===== src/rtl/wb_port_arbiter.sv =====
// wb_port_arbiter: round-robin arbiter for the shared register-file write-back port.
// Optional WB_CONFLICT_CNT_EN adds a saturating count of cycles with competing requests.
module wb_port_arbiter #(
  parameter int NUM_REQ = 3,
  parameter int DATA_W  = 32,
  parameter int ADDR_W  = 5
) (
  input  logic                      clk,
  input  logic                      rst,
  input  logic [NUM_REQ-1:0]        req_valid,
  output logic [NUM_REQ-1:0]        req_ready,
  input  logic [NUM_REQ*ADDR_W-1:0] req_rd,
  input  logic [NUM_REQ*DATA_W-1:0] req_data,
  input  logic [NUM_REQ-1:0]        req_is_fp,
  output logic                      W_write_enable,
  output logic                      W_write_enable_f,
  output logic [ADDR_W-1:0]         W_rd,
  output logic [DATA_W-1:0]         W_rd_data,
  output logic [2:0]                grant_id
`ifdef WB_CONFLICT_CNT_EN
  ,
  output logic [15:0]               conflict_cnt
`endif
);
  logic [ADDR_W-1:0] rd_a [8];
  logic [DATA_W-1:0] dat_a [8];
  logic [7:0]        vld, fp;
  logic [2:0]        ptr_q, ptr_d, win, gid_q;
  logic [3:0]        j;
  logic              found, we_q, wef_q;
  logic [ADDR_W-1:0] rd_q;
  logic [DATA_W-1:0] data_q;
  // Pad requesters out to 8 so a 3-bit winner index always selects in range
  for (genvar i = 0; i < 8; i++) begin : g_unpack
    if (i < NUM_REQ) begin : g_on
      assign rd_a[i]  = req_rd[i*ADDR_W +: ADDR_W];
      assign dat_a[i] = req_data[i*DATA_W +: DATA_W];
      assign vld[i]   = req_valid[i];
      assign fp[i]    = req_is_fp[i];
    end else begin : g_off
      assign rd_a[i]  = '0;
      assign dat_a[i] = '0;
      assign vld[i]   = 1'b0;
      assign fp[i]    = 1'b0;
    end
  end
  // Descending scan so the last hit is the first valid requester at or after ptr
  always_comb begin
    found = 1'b0;
    win   = '0;
    j     = '0;
    for (int k = NUM_REQ - 1; k >= 0; k--) begin
      j = {1'b0, ptr_q} + 4'(k);
      j = (j >= 4'(NUM_REQ)) ? j - 4'(NUM_REQ) : j;
      if (vld[j[2:0]]) begin
        found = 1'b1;
        win   = j[2:0];
      end
    end
    ptr_d = found ? ((win == 3'(NUM_REQ - 1)) ? 3'd0 : win + 3'd1) : ptr_q;
  end
  assign req_ready = (found && !rst) ? NUM_REQ'(1) << win : '0;
  always_ff @(posedge clk) begin
    if (rst) begin
      ptr_q  <= '0;
      we_q   <= 1'b0;
      wef_q  <= 1'b0;
      rd_q   <= '0;
      data_q <= '0;
      gid_q  <= '0;
    end else begin
      ptr_q <= ptr_d;
      we_q  <= found & ~fp[win] & (rd_a[win] != '0);
      wef_q <= found & fp[win];
      if (found) begin
        rd_q   <= rd_a[win];
        data_q <= dat_a[win];
        gid_q  <= win;
      end
    end
  end
  assign W_write_enable   = we_q;
  assign W_write_enable_f = wef_q;
  assign W_rd             = rd_q;
  assign W_rd_data        = data_q;
  assign grant_id         = gid_q;
`ifdef WB_CONFLICT_CNT_EN
  logic [15:0] cnt_q;
  always_ff @(posedge clk)
    cnt_q <= rst ? 16'd0 : (($countones(req_valid) > 1) && (cnt_q != 16'hFFFF)) ? cnt_q + 16'd1 : cnt_q;
  assign conflict_cnt = cnt_q;
`endif
endmodule


===== config.mk =====
export PLATFORM = sky130hd
export DESIGN_NAME = wb_port_arbiter
export DESIGN_NICKNAME = d
export VERILOG_FILES = /design/src/rtl/wb_port_arbiter.sv
export SDC_FILE = /design/constraint.sdc
export NUM_CORES = 1
export LEC_CHECK = 0
export ABC_AREA = 0
export CAP_MARGIN = 5
export CORE_MARGIN = 3
export CORE_UTILIZATION = 43
export DETAILED_ROUTE_END_ITERATION = 10
export PLACE_DENSITY = 0.89
export SYNTH_ARGS = -nofsm -noshare
export SYNTH_HDL_FRONTEND = slang
export SYNTH_SLANG_ARGS = --single-unit

===== constraint.sdc =====
create_clock -name clk -period 7 [get_ports clk]
set_clock_uncertainty 0.2 [all_clocks]
set_input_delay 1.4 -clock clk [delete_from_list [all_inputs] [get_ports clk]]
set_output_delay 1.4 -clock clk [all_outputs]
set_load 0.02 [all_outputs]

# == Word-level counts from Yosys, hierarchy flattened ==
# Cells that the tools add are included.
# op_classes
n_addsub,6
order_cmp,8
eq_ne,1
n_shift,1
mux,25
bitwise_logic,5
n_reduce_logical,3
# op_table
operator,count
binary-select mux 32 bit (select 3 bit),1
2-to-1 mux 32 bit,2
2-to-1 mux 3 bit,8
less-than comparator 3 x 4 -> 1 bit (second input constant),4
binary-select mux 5 bit (select 3 bit),1
binary-select mux 1 bit (select 3 bit),4
2-to-1 mux 5 bit,2
subtractor 3 x 2 -> 3 bit (second input constant),3
greater-or-equal comparator 4 x 2 -> 1 bit (second input constant),2
2-to-1 mux 1 bit,7
nonzero test 5 bit,1
adder 3 x 1 -> 4 bit (second input constant),1
adder 3 x 2 -> 4 bit (second input constant),1
greater-or-equal comparator 4 bit (second input constant),1
inverter 3 -> 4 bit,1
adder 3 x 1 -> 3 bit (second input constant),1
bitwise AND 1 bit,3
equality test 3 x 2 -> 1 bit (second input constant),1
greater-or-equal comparator 3 x 2 -> 1 bit (second input constant),1
<< shifter 1 x 3 -> 3 bit (first input constant),1
logical AND 1 bit,1
logical NOT 1 bit,1
inverter 1 bit,1
# word_totals
register_bits,45
wordCells,55

# == Logic depth before layout (Yosys ltp) ==
# depth
ltp_word,14
depth_mapped,14
depth_no_buf,10

# == Least setup slack after synthesis ==
# Ideal clock, no wire load.
# synth_path
path_kind,in2out
startpoint,in req_valid[2]
endpoint,out req_ready[2]
t_arrival_ns,3.256
setup_slack_ns,2.144
cell_stages,9
path_buffers,2
cell_sequence,inv_1 -> o31a_1 -> a21oi_1 -> o31a_1 -> nand4b_2 -> and2_1 -> buf_4 -> buf_6 -> nor3_1
# synth_between
elab_chain_len,7
elab_cells_between_ends,15
# synth_lines
item,line_no,source
from (decl),10,"input logic [NUM_REQ-1:0] req_valid,"
binary-select mux 1 bit (select 3 bit),55,if (vld[j[2:0]]) begin
2-to-1 mux 1 bit (implied by the code),55,
2-to-1 mux 3 bit or 2-to-1 mux 1 bit (tied branches) (3 in series),55,
<< shifter 1 x 3 -> 3 bit or logical AND 1 bit (tied branches),62,assign req_ready = (found && !rst) ? NUM_REQ'(1) << win : '0;
2-to-1 mux 3 bit (*),62,
to (decl),11,"output logic [NUM_REQ-1:0] req_ready,"
# Every way passes the cells marked *; elsewhere a longest branch is shown, timed or not. The select of a mux whose other input is x is not followed.

# == Final worst setup path ==
# layout_path
startpoint,in req_valid[2]
endpoint,out req_ready[1]
# Same word-level chain as after synthesis.

==> flow_metrics.tcl <==
set metrics [dict create \
    status "completed" \
    drt_iter0_markers 235 \
    ir_drop_v 0.000265 \
    synth.cell_area_um2 3010 \
    report.power.total_mw 2.22 \
    finalHoldViolations 0 \
    clockRootBuffer "clkbuf_8" \
    arrival_ns 4.47 \
    slew_viol_final 0 \
    synth_cells 374 \
    synth_top_area_share_pct 29.9 \
    grt_pass1_wl_um 17300 \
    r2r_start "ptr_q[0]" \
    reg2reg_slack_ns 2.26 \
    num_io_pins 164 \
    via_count 3595 \
    power_density_nw_per_um2 468 \
    start_util_pct 45.9 \
    chipHeight_um 89.7 \
    yosysWarnings 0 \
    antenna_cells 0 \
    overflow 0 \
    hold_path_class "flip-flop to flip-flop" \
    nets 641 \
    drc_errors 0 \
    yosys-top-cells-count "nand3_1 (70), dfxtp_1 (45), o21ai_0 (44)" \
    cts_hold_buf 0 \
    cts_tree "yes" \
    drt_wl_total_um 10800 \
    gp_congestion 0.983 \
    path_max_fanout 39 \
    synthFlopType "dfxtp_1" \
    port_buffers 163 \
    clk_pin_slew_ns 0.09 \
    cts_buffers 5 \
    synth.distinct_cells 54 \
    die_area_um2 8050 \
    syn_area_per_cell_um2 8.06 \
    hold_start "grant_id[1]" \
    synthToLayoutAreaGrowth_pct 57.3 \
    grt_setup_unrepaired "no" \
    cts_buffer_depth 2 \
    ys_ff_latch 45 \
    hold_end "grant_id[1]" \
    maxClockFrequency_mhz 165 \
    avgRoutedWirePerCell_um 17.8 \
    period_needed_ns 6.07 \
    grt_pass1_vias 3557 \
    synth_edf_count 0 \
    required_ns 5.40 \
    grt_usage_pct 25.5 \
    drt_pass1_iterations 5 \
    die_x_um 89.7 \
    ys_seq_area_share_pct 29.9 \
    synthMostInstantiatedCell "nand3_1" \
    drive_above_1_share_pct 5.05 \
    syn_nets 501 \
    r2r_cells 11 \
    htree_levels 2 \
    ant_nets 0 \
    cts_resized 0 \
    worst_setup_path_start_kind "primary input" \
    r2r-end "W_write_enable" \
    grt_max_degree 42 \
    setup_viol 0 \
    critPathCaptureType "output pin" \
    async_flop_share_pct 0 \
    antenna_found_initial 0 \
    worstSetupPathType "primary input to output pin" \
    cts_num_sinks 45 \
    worstMarginPinSlew_ns 1.06 \
    avgViaCountPerCell 5.91 \
    post_cts_buffers 0 \
    p_leak_nw 1.80 \
    synth.area.top_cells "dfxtp_1 (30%), nand3_1 (12%), a32o_1 (11%)" \
    hpwl_um 7790 \
    min_delay_path_depth 1 \
    row_count 29 \
    finalSetupTns_ns 0 \
    max_slew_margin_pct 28.8 \
    fillCellCount 557 \
    core_um2 6570 \
    cap_viol_max_count 0 \
    clk_latency_ns 0.29 \
    fin_crit_sh_pct 86.7 \
    synth_top_cell_by_area "dfxtp_1" \
]
metal layers:
layer | global-route usage (%) | part of all wire, % | wire, µm | up-vias
li1 | - | - | - | 1694
met1 | 28.9 | 37 | 4020 | 1666
met5 | 0 | 0 | 0 | -
met4 | 6.77 | 2.1 | 227 | 0
met2 | 46.5 | 50 | 5450 | 215
met3 | 7.43 | 11 | 1140 | 20
worst max-delay path, stage by stage:
cell and delay, ns:
clkdlybuf4s50_1 0.54, inv_1 0.07, o31a_1 0.30, a21oi_1 0.13, o31a_1 0.38, o21a_1 0.19, buf_4 0.33, nor2_1 0.15
nor3_1 0.31, clkdlybuf4s50_1 0.68
how the worst max path moves through the flow:
| stage | start | endpoint | slack (ns) | depth (start not counted) |
|---|---|---|---|---|
| after global routing | ptr_q[0] | req_ready[1] | 0.68 | 11 |
| after floorplan | req_valid[2] | req_ready[2] | 2.14 | 9 |
| after detailed placement | req_valid[2] | req_ready[1] | 0.93 | 10 |
| final | req_valid[2] | req_ready[1] | 0.93 | 10 |
| after global placement | req_valid[2] | req_ready[1] | 1.01 | 10 |
| after CTS | req_valid[2] | req_ready[1] | 0.92 | 10 |
sequential cells by signal (all words and copies together) (netlist names):
register and count:
W_rd_data 32, W_rd 5, grant_id 3, ptr_q 3, W_write_enable 1, W_write_enable_f 1
area by class of cell:
type / instances / area, µm² / share of cell area, %
Multi-Input combinational cell: 285 / 1930 / 40.7
Timing Repair Buffer: 169 / 1680 / 35.4
Sequential cell: 45 / 901 / 19.0
Tap cell: 93 / 116 / 2.45
Clock buffer: 5 / 68.8 / 1.45
Inverter: 8 / 30.0 / 0.633
Clock inverter: 3 / 17.5 / 0.369
stage by stage:
step	util [%]	instances	area (µm²)	hold WS, ns	setup slack (ns)
6_report	72.2	608	4740	0.256	0.933
3_5_place_dp	70.9	600	4650	0.243	0.926
2_1_floorplan	-	374	3010	0.329	2.14
3_3_place_gp	70.9	600	4650	0.234	1.01
4_1_cts	72.2	608	4740	0.264	0.925
5_1_grt	72.2	608	4740	0.283	0.677
power breakdown:
group	leakage [nW]	total, mW	switching [mW]	internal, mW
registers	0.373	0.420	0.0595	0.360
logic	1.38	1.64	0.927	0.712
clock network	0.0439	0.160	0.0911	0.0691
cell usage in the layout, fill, tap and decap left out, types with 2 or more instances in the layout:
cell | netlist | routed
o21a_1 | 2 | 2
nand2b_1 | 17 | 17
and2_1 | 6 | 6
dfxtp_1 | 45 | 45
nor3_1 | 6 | 6
o22ai_1 | 2 | 2
ha_1 | 8 | 8
inv_1 | 8 | 8
clkinv_2 | 0 | 2
nand3_1 | 70 | 70
buf_4 | 5 | 6
or2b_1 | 15 | 15
clkbuf_8 | 0 | 5
a22o_1 | 3 | 3
a21oi_1 | 14 | 14
nand2_1 | 8 | 8
a31oi_1 | 8 | 8
a21o_1 | 4 | 4
o31a_1 | 2 | 2
nor2b_1 | 3 | 2
clkdlybuf4s50_1 | 0 | 163
nor2_1 | 8 | 7
a311o_1 | 2 | 2
a2111oi_0 | 2 | 2
a32o_1 | 32 | 32
nor4_1 | 3 | 3
o21ai_0 | 44 | 43
cell families (layout without fill, tap and decap cells):
group | Yosys count | after routing | synth area share (%)
and+or+nand+nor | 146 | 146 | 27.6
adders and majority gates | 8 | 8 | 3.32
buffers and inverters | 44 | 185 | 6.77
xor gates and xnor gates | 2 | 2 | 0.581
AOI/OAI and AO/OA | 127 | 127 | 31.0
muxes | 2 | 2 | 0.789
DFF | 45 | 45 | 29.9
Power figures use the tool's default switching activity.
